`src/rtl/pcie_x1_evt_cnt_pkg.sv`:
```
// Shared constants for the PCIe x1 event counter block: parameter defaults and
// the channel index of each event source, so the top and the register map agree.
package pcie_x1_evt_cnt_pkg;

  localparam int unsigned CntWDef   = 16;
  localparam int unsigned SelWDef   = 4;
  localparam int unsigned ThreshDef = 32'h0000_0100;

  // Channel assignment of the synchronized event sources.
  localparam int unsigned ChLtssmRecov = 0;
  localparam int unsigned ChBadTlp     = 1;
  localparam int unsigned ChBadDllp    = 2;
  localparam int unsigned ChReplayTo   = 3;

  // True when a read index addresses an implemented channel.
  function automatic logic sel_in_range(input int unsigned sel, input int unsigned width);
    return sel < width;
  endfunction

endpackage

```
`src/rtl/pcie_x1_evt_chan.sv`:
```
// One event channel: rising-edge detect, saturating counter with clear port,
// and a sticky threshold flag.
module pcie_x1_evt_chan
  import pcie_x1_evt_cnt_pkg::*;
#(
  parameter int unsigned CNT_W  = CntWDef,
  parameter int unsigned THRESH = ThreshDef
) (
  input  logic             clk_i,
  input  logic             rst_i,
  input  logic             evt_i,
  input  logic             clr_i,
  input  logic             thr_clr_i,
  output logic [CNT_W-1:0] cnt_o,
  output logic             thr_flag_o
);

  localparam logic [CNT_W-1:0] ThreshVal = CNT_W'(THRESH);

  logic             evt_q;
  logic             rise;
  logic             inc;
  logic [CNT_W-1:0] base;
  logic [CNT_W-1:0] cnt_q, cnt_d;
  logic             flag_q, flag_d;

  // Next-state: clear is applied first so a same-cycle rise lands on zero and is kept.
  always_comb begin
    rise   = evt_i & ~evt_q;
    base   = clr_i ? '0 : cnt_q;
    inc    = rise & (base != '1);
    cnt_d  = inc ? base + CNT_W'(1) : base;
    // Only an actual increment can set the flag; set wins over clear.
    flag_d = (inc & (cnt_d >= ThreshVal)) | (flag_q & ~thr_clr_i);
  end

  // State registers with synchronous reset.
  always_ff @(posedge clk_i) begin
    if (rst_i) begin
      evt_q  <= 1'b0;
      cnt_q  <= '0;
      flag_q <= 1'b0;
    end else begin
      evt_q  <= evt_i;
      cnt_q  <= cnt_d;
      flag_q <= flag_d;
    end
  end

  assign cnt_o      = cnt_q;
  assign thr_flag_o = flag_q;

endmodule

```
`src/rtl/pcie_x1_evt_cnt.sv`:
```
// PCIe x1 slow-domain event counters: per-channel counters, a pipelined
// software read port with optional clear-on-read, and a threshold interrupt.
module pcie_x1_evt_cnt
  import pcie_x1_evt_cnt_pkg::*;
#(
  parameter int unsigned WIDTH  = 1,
  parameter int unsigned CNT_W  = CntWDef,
  parameter int unsigned THRESH = ThreshDef,
  parameter int unsigned SEL_W  = SelWDef
) (
  input  logic             s_clk,
  input  logic             rst,
  input  logic [WIDTH-1:0] evt_sclk,
  input  logic             rd_en,
  input  logic [SEL_W-1:0] rd_sel,
  input  logic             rd_clr,
  output logic             rd_vld,
  output logic [CNT_W-1:0] rd_data,
  output logic             rd_err,
  output logic [WIDTH-1:0] thr_flag,
  input  logic [WIDTH-1:0] thr_clr,
  output logic             irq
);

  logic [WIDTH-1:0][CNT_W-1:0] cnt;
  logic [WIDTH-1:0]            chan_clr;
  logic                        sel_ok;
  logic [CNT_W-1:0]            sel_cnt;

  logic             rd_vld_q, rd_vld_d;
  logic             rd_err_q, rd_err_d;
  logic [CNT_W-1:0] rd_data_q, rd_data_d;
  logic             irq_q, irq_d;

  for (genvar i = 0; i < WIDTH; i++) begin : g_chan
    localparam logic [SEL_W-1:0] Idx = SEL_W'(i);

    assign chan_clr[i] = rd_en & rd_clr & (rd_sel == Idx);

    pcie_x1_evt_chan #(
      .CNT_W  (CNT_W),
      .THRESH (THRESH)
    ) u_chan (
      .clk_i      (s_clk),
      .rst_i      (rst),
      .evt_i      (evt_sclk[i]),
      .clr_i      (chan_clr[i]),
      .thr_clr_i  (thr_clr[i]),
      .cnt_o      (cnt[i]),
      .thr_flag_o (thr_flag[i])
    );
  end

  // Read mux and response next-state; out-of-range reads return zero with rd_err.
  always_comb begin
    sel_ok  = sel_in_range(32'(rd_sel), WIDTH);
    sel_cnt = '0;
    for (int i = 0; i < WIDTH; i++) begin
      if (rd_sel == SEL_W'(i)) sel_cnt = cnt[i];
    end
    rd_vld_d  = rd_en;
    rd_err_d  = rd_en & ~sel_ok;
    rd_data_d = rd_en ? (sel_ok ? sel_cnt : '0) : rd_data_q;
    irq_d     = |thr_flag;
  end

  // Read response and interrupt registers; reset drops any in-flight read.
  always_ff @(posedge s_clk) begin
    if (rst) begin
      rd_vld_q  <= 1'b0;
      rd_err_q  <= 1'b0;
      rd_data_q <= '0;
      irq_q     <= 1'b0;
    end else begin
      rd_vld_q  <= rd_vld_d;
      rd_err_q  <= rd_err_d;
      rd_data_q <= rd_data_d;
      irq_q     <= irq_d;
    end
  end

  assign rd_vld  = rd_vld_q;
  assign rd_err  = rd_err_q;
  assign rd_data = rd_data_q;
  assign irq     = irq_q;

endmodule
```
`config.mk`:
```
export PLATFORM = sky130hd
export DESIGN_NAME = pcie_x1_evt_cnt
export DESIGN_NICKNAME = d
export VERILOG_FILES = /design/src/rtl/pcie_x1_evt_cnt_pkg.sv /design/src/rtl/pcie_x1_evt_chan.sv /design/src/rtl/pcie_x1_evt_cnt.sv
export SDC_FILE = /design/constraint.sdc
export NUM_CORES = 1
export LEC_CHECK = 0
export CORE_AREA = 2 2 67 53
export DETAILED_ROUTE_END_ITERATION = 7
export DIE_AREA = 0 0 69 55
export PLACE_DENSITY = 0.85
export SETUP_SLACK_MARGIN = 0.2
export SLEW_MARGIN = 25
export SYNTH_ARGS = -nofsm -noshare
export SYNTH_HDL_FRONTEND = slang
export SYNTH_SLANG_ARGS = --single-unit
```
`constraint.sdc`:
```
create_clock -name s_clk -period 4.9 [get_ports s_clk]
set_input_delay 0.98 -clock s_clk [delete_from_list [all_inputs] [get_ports s_clk]]
set_output_delay 0.98 -clock s_clk [all_outputs]
set_load 0.05 [all_outputs]
```
; ---- Yosys cells after proc, flatten, opt, wreduce, memory -nomap -nowiden
; Cells that the tools add are included.
[classes]
n_addsub = 1
order_cmp = 2
n_eq_ne = 1
muxes = 4
bitwise_logic = 11
reduce_logical = 1
[ops]
columns = op, count
row1 = $mux W16, 4
row2 = $add A16 B1 Y16 const B, 1
row3 = $ge A16 B9 Y1 const B, 1
row4 = $ne A16 B16 Y1 const B, 1
row5 = $and A1 B1 Y1, 7
row6 = $logic_not A4 Y1, 1
row7 = $lt A4 B1 Y1 const B, 1
row8 = $not A1 Y1, 3
row9 = $or A1 B1 Y1, 1
[totals]
ff_bits = 37
in_bits = 10
output_inout_bits = 20
word_cells = 27

; ---- Logic depth before layout (Yosys ltp)
[logic_depth]
word_depth = 9
mapped_depth = 11
depth_no_buf = 10

; ---- Cells and area by module
; From an unflattened synthesis, not the netlist that was laid out.
[unflattened]
hier_cells = 158
area_unflattened_um2 = 1642.8
[by_module_without_submodules]
columns = mod, n_inst, cells_per_inst, area_each_um2, seq_area_each_um2
row1 = pcie_x1_evt_chan, 1, 113, 1016.0, 360.3
row2 = pcie_x1_evt_cnt, 1, 45, 626.9, 380.4

; ---- Least setup slack after synthesis
; OpenSTA, ideal clock, no wires.
[synth_path]
path_type = input port to flip-flop
startpoint = input rd_sel[2]
endpoint = register g_chan[0].u_chan.flag_q
setup_ns = 0.120
arrival_ns = 2.836
t_required_ns = 4.780
setup_slack_ns = 1.945
path_stages = 10
n_path_buf = 0
path_cell_list = nor4_4 > nand2_4 > and2_1 > ha_1 > nand3_1 > nor3_1 > or4_1 > o311ai_1 > a21oi_1 > o31a_1
[synth_between]
elab_chain_cells = 9
word_cells_on_any_way = 10
classes_between = add/sub (1) / order compare (1) / eq/ne (1) / mux (2) / bitwise (4) / reduce/logical (1)
[synth_rtl]
columns = element, line_no
row1 = start: declaration, pcie_x1_evt_cnt.sv:15  ; input logic [SEL_W-1:0] rd_sel,
row2 = $logic_not A4 Y1 *, pcie_x1_evt_cnt.sv:38  ; assign chan_clr[i] = rd_en & rd_clr & (rd_sel == Idx);
row3 = $and A1 B1 Y1 *, pcie_x1_evt_cnt.sv:38
row4 = $mux W16 *, pcie_x1_evt_chan.sv:30  ; base = clr_i ? '0 : cnt_q;
row5 = branches (longest 4 deep; another with $add A16 B1 Y16), -
row6 = $and A1 B1 Y1 *, pcie_x1_evt_chan.sv:34  ; flag_d = (inc & (cnt_d >= ThreshVal)) | (flag_q & ~thr_clr_i);
row7 = $or A1 B1 Y1 *, pcie_x1_evt_chan.sv:34
row8 = end signal: assignment, pcie_x1_evt_chan.sv:46  ; flag_q <= flag_d;
row9 = end: declaration, pcie_x1_evt_chan.sv:25  ; logic flag_q, flag_d;
; Mark *: on every way between the ends.
; A chain may end at the register's enable or synchronous reset.

; ---- Final worst setup path
[layout_path]
startpoint = input rd_en
endpoint = register g_chan[0].u_chan.flag_q
[layout_between]
elab_chain_cells = 9
word_cells_on_any_way = 10
classes_between = add/sub (1) / order compare (1) / eq/ne (1) / mux (2) / bitwise (5)
[layout_rtl]
columns = element, line_no
row1 = start: declaration, pcie_x1_evt_cnt.sv:14  ; input logic rd_en,
row2 = $and A1 B1 Y1 * (2 in series), pcie_x1_evt_cnt.sv:38
row3 = $mux W16 *, pcie_x1_evt_chan.sv:30
row4 = branches (longest 4 deep; another with $add A16 B1 Y16), -
row5 = $and A1 B1 Y1 *, pcie_x1_evt_chan.sv:34
row6 = $or A1 B1 Y1 *, pcie_x1_evt_chan.sv:34
; Marks and branches as above.

==> impl_metrics.ini <==
[worst_hold_path]
hold_path_depth = 1
hold_class = flop to flop

[sta]
fin_worst_skew_ns = 0.002654
rsz0062_at_grt = no
worstMarginPinSlew_ns = 0.6517
fin_crit_sh_pct = 74.82
fin_tns_setup_ns = 0
fin_crit_ns = 3.666
hold_violations = 0
slew_headroom_pct = 56.42
fmax_mhz = 272.7
final-setup-viol-count = 0
drv_slew = 0

[routing]
drt_iter0_drc = 57
vias = 1427
route.detailed.drc = 0
avgViaCountPerCell = 5.405
wire_per_inst_microns = 13.19
route.final.wire_length_microns = 3482
dr.pass1.iters = 4
antenna_left = 0

[grt]
grt_max_degree = 30
grt_pass1_wl_microns = 5692
grt_pass1_vias = 1248
track_usage_pct = 19.06
antenna_found_initial = 0
grt_overflow = 0

[finish]
drive_above_1_share_pct = 7.143
nFillCells = 290
antenna_cells = 0
synthToLayoutAreaGrowth_pct = 22.29
final_nets = 235

[setup_path]
path_class = input pin to flop
slowest_stage = clkdlybuf4s50_1
crit_path_max_incr_delay_ns = 0.75
endpoint_kind = flop
setup.worst_path.start_class = input pin
arrival_ns = 3.84
path_cells = clkdlybuf4s50_1 > and2_1 > nand2_4 > and2_1 > ha_1 > nand3_1 > or3_1 > nor3b_2 > xnor2_1 > o211ai_1 > o31a_1
crit_top_cell = and2_1
worstPathMaxFanout = 19
worstPathRequired_ns = 5.07
reg2regPathDepth = 8

[logic_synthesis]
synth_nets = 209
synth.top_cells.by_count = dfxtp_1 (37), nor2_1 (33), a21oi_1 (20)
synth-seq-cells = 37
synth_top_area_share_pct = 43.12
postSynthCellCount = 198
synthArstFlopShare_pct = 0
synth_warnings = 0
yosys-top-cells-area = dfxtp_1 (43%), nor2_1 (7.2%), nor2b_1 (6.9%)
synth-edff-count = 0
ys.flop_type = dfxtp_1
synth.distinct_cells = 43
syn-cell-area_sq_um = 1718
postSynthAreaPerCell_sq_um = 8.676
synth_largest_area_cell = dfxtp_1
synth.most_common_cell = dfxtp_1
ys_seq_area_share_pct = 43.12

[floorplanning]
core_sq_um = 3153
io_pins = 30
dieArea_sq_um = 3795
rows = 18
start_util_pct = 54.48
die_h_microns = 55
die_x_microns = 69

[clock_tree]
clockBufferDepth = 2
hold_buffers = 0
cts_made_buffers = 5
cts_setup_buffers = 0
clk_latency_ns = 0.28
cts_tree = built
cts.reportedPaths.clkPinSlew_ns = 0.07
htree_levels = 2
cts.sink_count = 37
ctsResizeCount = 0
cts_root_buffer = clkbuf_8

[placement]
gp_congestion = 0.9109
hpwlAfterDp_microns = 2431
portBuffers = 29

[pwr]
p_seq_share_pct = 55.6
switching_share_pct = 21.99
cellPowerDensity_nw_per_um2 = 261.9
pwr-share-comb_pct = 6.2
leakagePower_uw = 0.0007290
netSwitchingPower_uw = 121.0
power_uw = 550.2
p_int_uw = 429.2
p_clk_share_pct = 38.2
ir_worst_vdd_mv = 0.1671

[job]
cap_viol_max_count = 0

[status]
outcome = completed
kinds of logic after synthesis:
group	Yosys count	share of synthesized area, %
AND/OR/NAND/NOR	102	34.30
buffers and inverters	13	3.423
AO/OA/AOI/OAI	30	10.63
multiplexers	2	1.165
adder cells (fa/ha/maj)	1	0.7282
XOR/XNOR	13	6.628
flip-flops	37	43.12
power groups by stage:
| stage | logic, uW | clock network (uW) | registers [uW] |
|---|---|---|---|
| after floorplan | 17.2 | 0 | 315 |
| after global placement | 33.8 | 0 | 312 |
| after detailed placement | 34.2 | 0 | 313 |
| after CTS | 34.4 | 217 | 306 |
| after global routing | 36.7 | 229 | 306 |
| final | 34.2 | 210 | 306 |
metrics by stage:
| step | setup slack, ns | std cells | area (sq um) | utilization [%] | hold WS, ns |
|---|---|---|---|---|---|
| 2_1_floorplan | 1.945 | 198 | 1718 | - | 0.4914 |
| 3_3_place_gp | 0.9710 | 257 | 2014 | 63.89 | 0.4739 |
| 3_5_place_dp | 0.9358 | 257 | 2014 | 63.89 | 0.4724 |
| 4_1_cts | 1.235 | 264 | 2101 | 66.63 | 0.4826 |
| 5_1_grt | 1.027 | 264 | 2101 | 66.63 | 0.4977 |
| 6_report | 1.234 | 264 | 2101 | 66.63 | 0.4784 |
flip-flops by register name (all words and copies together) (netlist names):
name	cells
g_chan.u_chan.cnt_o	16
g_chan.u_chan.evt_q	1
g_chan.u_chan.thr_flag_o	1
irq	1
rd_data	16
rd_err	1
rd_vld	1
critical path, delay by kind of cell:
family / cells / cell delay, ns
and+or+nand+nor: 6 / 1.39
buffers and inverters: 1 / 0.75
AOI/OAI and AO/OA: 2 / 0.37
adders and majority gates: 1 / 0.19
xor gates and xnor gates: 1 / 0.16
final cells by class:
cell class / count / area, sq um / share of cell area (%)
well taps: 40 / 50.05 / 2.382
inverters: 2 / 7.507 / 0.3574
repair buffers: 30 / 297.8 / 14.18
clock buffers: 7 / 86.33 / 4.110
multi-input cells: 148 / 918.4 / 43.72
flip-flops and latches: 37 / 740.7 / 35.26
layout by cell type, fill, tap and decap left out, types with 2 or more instances in the layout:
cell             Yosys  final
nand4_1              3      3
nand3_1              5      5
clkdlybuf4s50_1      0     29
nand2_1             10     10
nor4_4               2      2
or3_1                2      2
mux2i_1              2      2
nor2_1              33     33
and3_1               2      2
and2_1               5      5
clkbuf_8             0      6
nor2b_1             19     19
dfxtp_1             37     37
xor2_1               5      5
nand2b_1             2      2
xnor2_1              8      8
o311a_1              2      2
a21oi_1             20     20
inv_1                2      2
nor3_2               2      2
nor3_1               4      4
nor4_1               2      2
routing by layer:
layer / up-vias / part of all wire, % / GRT usage [%]
met2: 35 / 44 / 32.53
met4: 0 / 1.5 / 6.536
met1: 659 / 50 / 23.61
met3: 7 / 5.1 / 5.797
met5: - / 0 / 0
li1: 726 / - / -
final timing paths:
| kind | startpoint | slack (ns) | to |
|---|---|---|---|
| max reg2reg | g_chan[0].u_chan.cnt_o[0] | 2.77 | g_chan[0].u_chan.thr_flag_o |
| min reg2reg | g_chan[0].u_chan.thr_flag_o | 0.48 | irq |
| max | rd_en | 1.23 | g_chan[0].u_chan.thr_flag_o |
| min | g_chan[0].u_chan.thr_flag_o | 0.48 | irq |
Power figures use the tool's default switching activity.
